--- src/rtl/fetch_pkg.sv ---
// Fetch sequencer shared types.
// State encoding, timeout default and jump-mux select codes.
package fetch_pkg;

  typedef enum logic [1:0] {
    S_IDLE,
    S_REQ,
    S_WAIT
  } fetch_state_t;

  localparam int unsigned TMO_DEF = 255;

  localparam logic PC_SEL_JMP = 1'b1;
  localparam logic PC_SEL_SEQ = 1'b0;

endpackage

--- src/rtl/fetch_ibuf.sv ---
// One-entry hold buffer for an IMEM response.
// Catches rdata while decode is stalled; flush drops it.
module fetch_ibuf
  import fetch_pkg::*;
#(
  parameter int unsigned W = 32
) (
  input  logic         clk,
  input  logic         rst,
  input  logic         flush_i,
  input  logic         push_i,
  input  logic         pop_i,
  input  logic [W-1:0] data_i,
  output logic [W-1:0] data_o,
  output logic         full_o
);

  logic [W-1:0] data_q, data_d;
  logic         full_q, full_d;

  // next-state: flush wins, push refills, pop empties
  always_comb begin
    data_d = data_q;
    full_d = full_q;
    if (flush_i) begin
      full_d = 1'b0;
    end else if (push_i) begin
      data_d = data_i;
      full_d = 1'b1;
    end else if (pop_i) begin
      full_d = 1'b0;
    end
  end

  // buffer registers
  always_ff @(posedge clk or negedge rst) begin
    if (!rst) begin
      data_q <= '0;
      full_q <= 1'b0;
    end else begin
      data_q <= data_d;
      full_q <= full_d;
    end
  end

  assign data_o = data_q;
  assign full_o = full_q;

endmodule

--- src/rtl/fetch_ctrl.sv ---
// Fetch sequencer: IMEM handshake, PC enable/select, IR.
// Squashes responses on redirect, buffers one on stall.
module fetch_ctrl
  import fetch_pkg::*;
#(
  parameter int unsigned bits = 32,
  parameter int unsigned TMO  = TMO_DEF
) (
  input  logic            clk,
  input  logic            rst,
  input  logic            brjmp,
  input  logic            id_stall,
  input  logic            mem_rdy,
  input  logic            valid,
  input  logic [bits-1:0] rdata,
  output logic            proc_req,
  output logic            we,
  output logic            pc_en,
  output logic            pc_sel,
  output logic [bits-1:0] ir,
  output logic            ir_valid,
  output logic            stall,
  output logic            err
);

  localparam int CW = $clog2(TMO + 1);

  fetch_state_t    state_q, state_d;
  logic            squash_q, squash_d;
  logic [CW-1:0]   cnt_q, cnt_d;
  logic [bits-1:0] ir_q, ir_d;
  logic            ir_valid_q, ir_valid_d;
  logic            err_q, err_d;

  logic            redir;
  logic            accept;
  logic            consume;
  logic            buf_full;
  logic            buf_push;
  logic            buf_pop;
  logic [bits-1:0] buf_data;

  assign redir    = brjmp && (state_q != S_IDLE);
  assign proc_req = (state_q == S_REQ) && !buf_full;
  assign accept   = proc_req && mem_rdy;
  assign consume  = (state_q == S_WAIT) && valid
                    && !squash_q && !redir;
  assign we       = 1'b0;
  assign stall    = ((state_q == S_REQ) && !accept && !buf_full)
                 || ((state_q == S_WAIT) && !valid);

  // PC load: redirect takes jpc, live response steps PC+4
  always_comb begin
    pc_en  = 1'b0;
    pc_sel = PC_SEL_SEQ;
    if (redir) begin
      pc_en  = 1'b1;
      pc_sel = PC_SEL_JMP;
    end else if (consume) begin
      pc_en  = 1'b1;
    end
  end

  // FSM next-state, squash flag, timeout counter, sticky err
  always_comb begin
    state_d  = state_q;
    squash_d = squash_q;
    cnt_d    = cnt_q;
    err_d    = err_q;
    unique case (state_q)
      S_IDLE: state_d = S_REQ;
      S_REQ: begin
        if (accept) begin
          state_d  = S_WAIT;
          cnt_d    = '0;
          squash_d = redir;
        end
      end
      S_WAIT: begin
        if (cnt_q != CW'(TMO)) cnt_d = cnt_q + 1'b1;
        if (cnt_d == CW'(TMO)) err_d = 1'b1;
        if (valid) begin
          state_d  = S_REQ;
          squash_d = 1'b0;
        end else if (redir) begin
          squash_d = 1'b1;
        end
      end
      default: state_d = S_IDLE;
    endcase
  end

  // IR load: drain buffer first, else take the live response
  always_comb begin
    ir_d       = ir_q;
    ir_valid_d = ir_valid_q;
    buf_push   = 1'b0;
    buf_pop    = 1'b0;
    if (redir) begin
      ir_valid_d = 1'b0;
    end else if (!id_stall) begin
      if (buf_full) begin
        ir_d       = buf_data;
        ir_valid_d = 1'b1;
        buf_pop    = 1'b1;
        buf_push   = consume;
      end else if (consume) begin
        ir_d       = rdata;
        ir_valid_d = 1'b1;
      end else begin
        ir_valid_d = 1'b0;
      end
    end else if (consume) begin
      if (!ir_valid_q) begin
        ir_d       = rdata;
        ir_valid_d = 1'b1;
      end else begin
        buf_push   = 1'b1;
      end
    end
  end

  // state and output registers
  always_ff @(posedge clk or negedge rst) begin
    if (!rst) begin
      state_q    <= S_IDLE;
      squash_q   <= 1'b0;
      cnt_q      <= '0;
      ir_q       <= '0;
      ir_valid_q <= 1'b0;
      err_q      <= 1'b0;
    end else begin
      state_q    <= state_d;
      squash_q   <= squash_d;
      cnt_q      <= cnt_d;
      ir_q       <= ir_d;
      ir_valid_q <= ir_valid_d;
      err_q      <= err_d;
    end
  end

  fetch_ibuf #(
    .W(bits)
  ) u_ibuf (
    .clk     (clk),
    .rst     (rst),
    .flush_i (redir),
    .push_i  (buf_push),
    .pop_i   (buf_pop),
    .data_i  (rdata),
    .data_o  (buf_data),
    .full_o  (buf_full)
  );

  assign ir       = ir_q;
  assign ir_valid = ir_valid_q;
  assign err      = err_q;

endmodule
--- config.mk ---
export PLATFORM = sky130hd
export DESIGN_NAME = fetch_ctrl
export DESIGN_NICKNAME = d
export VERILOG_FILES = /design/src/rtl/fetch_pkg.sv /design/src/rtl/fetch_ibuf.sv /design/src/rtl/fetch_ctrl.sv
export SDC_FILE = /design/constraint.sdc
export NUM_CORES = 1
export LEC_CHECK = 0
export CORE_MARGIN = 2
export CORE_UTILIZATION = 30
export DETAILED_ROUTE_END_ITERATION = 16
export GPL_ROUTABILITY_DRIVEN = 0
export PLACE_DENSITY = 0.54
export SYNTH_ARGS = -nofsm -noshare
export SYNTH_HDL_FRONTEND = slang
export SYNTH_SLANG_ARGS = --single-unit
--- constraint.sdc ---
create_clock -name clk -period 2.5 [get_ports clk]
set_input_delay 0.625 -clock clk [delete_from_list [all_inputs] [get_ports clk]]
set_output_delay 0.625 -clock clk [all_outputs]
set_load 0.02 [all_outputs]
==> qor.csv, run 1 <==
metric;value;unit
drtPass1Iterations;4;
grt_util_all_layers;12.5;%
grt_max_degree;42;
nets;393;
switching_share;29.1;%
cts_root_buf;clkbuf_16;
setup.worst_path.end_class;output port;
cts_tree;done;
synth_edf_count;0;
tightest_slew;517;ps
core_area;12100;sq um
grt_antenna_before_repair;0;
ys_ff_latch;78;
startpoint_type;flip-flop;
leakagePower;0.00233;uW
dpl.hpwl;5080;um
cts_made_buffers;9;
most-common-layout-cells;78 x dfrtp_1, 71 x clkdlybuf4s50_1, 68 x mux2_2;
die_y;115;um
rows;40;
grt-ovfl-total;0;
netlist_instances;268;
utilization;42.7;%
cp_slowest_cell;clkdlybuf4s50_1;
fp.dieW;115;um
grt_pass1_vias;2559;
place_ws;-108;ps
holdCritPathClass;in2async;
slew_headroom;65.6;%
synthArstFlopShare;100;%
synthFlopType;dfrtp_1;
netlist-cell-type-count;40;
boundaryPins;77;
path_max_fanout;7;
cts.htree.levels;3;
path_clk_slew;60;ps
internal_power;3490;uW
start_util;30.9;%
outcome;complete, no violations;
timing.final.crit_period;2410;ps
cp_slowest_stage_delay;590;ps
finalCritPeriodShare;96.5;%
multiInputGateArea;1670;sq um
clock_latency;340;ps
setup_violations;0;
worstRegToRegCells;6;
crit_chain;nor3b_2, buf_4, clkdlybuf4s50_1;
vdd_drop_max;452;uV
crit_type;reg2out;
drt_wl_total;7600;um
seq_area;1950;sq um
setup_slack;87.9;ps
p_seq_share;35.8;%
vias_per_cell;4.52;
yosysSeqAreaShare;52.4;%
hold_buffers;0;
finalHoldViolations;0;
synth_fp_nets;307;
wl_per_cell;14.4;um
n_fill_cell;1135;
fin_setup_tns;0;ps
p_clk_share;31.5;%
drt_iter0_markers;51;
drc;0;
power;4920;uW
crit_arrival;1790;ps
synth_area;3720;sq um
post_route_cells_drive_above_1_share;38.2;%
vias;2382;
fin_worst_skew;5.88;ps
cts_buffer_depth;2;
cts_sinks;78;
p_switching;1430;uW
stdcell_count;527;
die-area;13300;sq um
avgSynthCellArea;13.9;sq um
crit_required;1880;ps
dp.cells;511;
portBuffers;75;
final_common_cell;dfrtp_1;
syn_to_final_growth;38.3;%
ant_nets;0;
grt_pass1_wl;12600;um
combinationalPowerShare;32.7;%
drv_slew;0;
drv_cap;0;
rsz0062_at_grt;false;
power.density;956;nW/um^2
antennaDiodeCount;0;
fmax;415;MHz
yosys_warnings;0;
[final timing paths]
path                       slack (ps)                end        from
max                                90           proc_req  state_q[0]
min                               250         state_q[0]         rst
max reg2reg                       550  u_ibuf.data_o[25]  state_q[1]
min reg2reg                       470                err         err
max in group asynchronous        1640              ir[2]         rst
min in group clk                  470                err         err
[sequential cells by signal, indices dropped and copies added, names as in the netlist]
register	count
cnt_q	8
err	1
ir	32
ir_valid	1
squash_q	1
state_q	2
u_ibuf.data_o	32
u_ibuf.full_o	1
[metrics by stage]
step,cell area [sq um],hold WS (ps)
2_1_floorplan,3720,329
3_3_place_gp,4780,462
3_5_place_dp,4780,456
4_1_cts,5140,283
5_1_grt,5150,308
6_report,5150,254
[cell type report]
type                    instances  area share [%]
inverters                       5           0.365
flip-flops and latches         78            37.9
clock buffers                  11            4.91
well taps                     168            4.08
clock inverters                 5            2.04
repair buffers                 90            18.2
multi-input cells             170            32.5
[routing by layer]
metal	GRT usage (%)	part of all wire (%)
met3	4.06	4.2
met1	15.6	45
met2	20.3	49
met5	0	0
met4	4.42	1.5
[timing repair]
action | 4_1_cts | 5_1_grt
buffers inserted | 0 | 0
setup endpoints to repair | 3 | 1
pin swaps | 0 | 0
resized for setup | 3 | 1
[Yosys cell counts (2+ instances only)]
cell | n | area share, %
clkbuf_1 | 6 | 0.60
nor2_1 | 3 | 0.30
o21ai_0 | 10 | 1.3
mux2_4 | 29 | 12
a21oi_1 | 6 | 0.81
nand3b_1 | 2 | 0.40
mux2_2 | 68 | 21
o32ai_1 | 2 | 0.47
dfrtp_1 | 78 | 52
and3_1 | 3 | 0.50
nand3_1 | 6 | 0.81
nand4_1 | 2 | 0.34
o21a_1 | 2 | 0.40
buf_2 | 4 | 0.54
nor3b_1 | 2 | 0.40
mux2i_1 | 3 | 0.81
nand2b_1 | 2 | 0.34
inv_1 | 4 | 0.40
nand2_1 | 10 | 1.0
or3_1 | 2 | 0.34
buf_6 | 4 | 1.2
a31oi_1 | 2 | 0.34
[logic make-up (layout without fill, tap and decap cells)]
| group | count (synthesis) | after routing | synth area share, % |
|---|---|---|---|
| DFF | 78 | 78 | 52.4 |
| and+or+nand+nor | 38 | 38 | 5.78 |
| adders and majority gates | 1 | 1 | 0.336 |
| buffers and inverters | 20 | 111 | 3.06 |
| other | 1 | 1 | 0.101 |
| AOI/OAI and AO/OA | 30 | 30 | 5.21 |
| muxes | 100 | 100 | 33.1 |
[critical path: cells and delay by family, from the launching register on]
family	cells	cell delay [ps]
buf+inv	2	740
simple gates	1	250
flops	1	460
[power groups by stage]
stage               combinational, uW  sequential (uW)  clock (uW)
detailed placement               1640             1790           0
global placement                 1630             1780           0
finish                           1610             1760        1550
global route                     1720             1810        1640
floorplan                         517             2070           0
CTS                              1640             1770        1590
Note: power is estimated with default switching activity, not from simulation.
==> run 2: changes to the inputs <==
--- a/config.mk
+++ b/config.mk
@@ -9,6 +9,7 @@
 export CORE_UTILIZATION = 30
 export DETAILED_ROUTE_END_ITERATION = 16
 export GPL_ROUTABILITY_DRIVEN = 0
+export HOLD_SLACK_MARGIN = 0.08
 export PLACE_DENSITY = 0.54
 export SYNTH_ARGS = -nofsm -noshare
 export SYNTH_HDL_FRONTEND = slang
==> results of run 2 <==
Final layout, timing and power as in run 1 (identical DEF).
==> run 3: changes to the inputs <==
--- a/config.mk
+++ b/config.mk
@@ -7,6 +7,7 @@
 export LEC_CHECK = 0
 export CORE_MARGIN = 2
 export CORE_UTILIZATION = 30
+export CTS_CLUSTER_SIZE = 40
 export DETAILED_ROUTE_END_ITERATION = 16
 export GPL_ROUTABILITY_DRIVEN = 0
 export HOLD_SLACK_MARGIN = 0.08
@@ -14,3 +15,4 @@
 export SYNTH_ARGS = -nofsm -noshare
 export SYNTH_HDL_FRONTEND = slang
 export SYNTH_SLANG_ARGS = --single-unit
+export TNS_END_PERCENT = 5
==> results of run 3 <==
Final layout, timing and power as in run 1 (identical DEF).
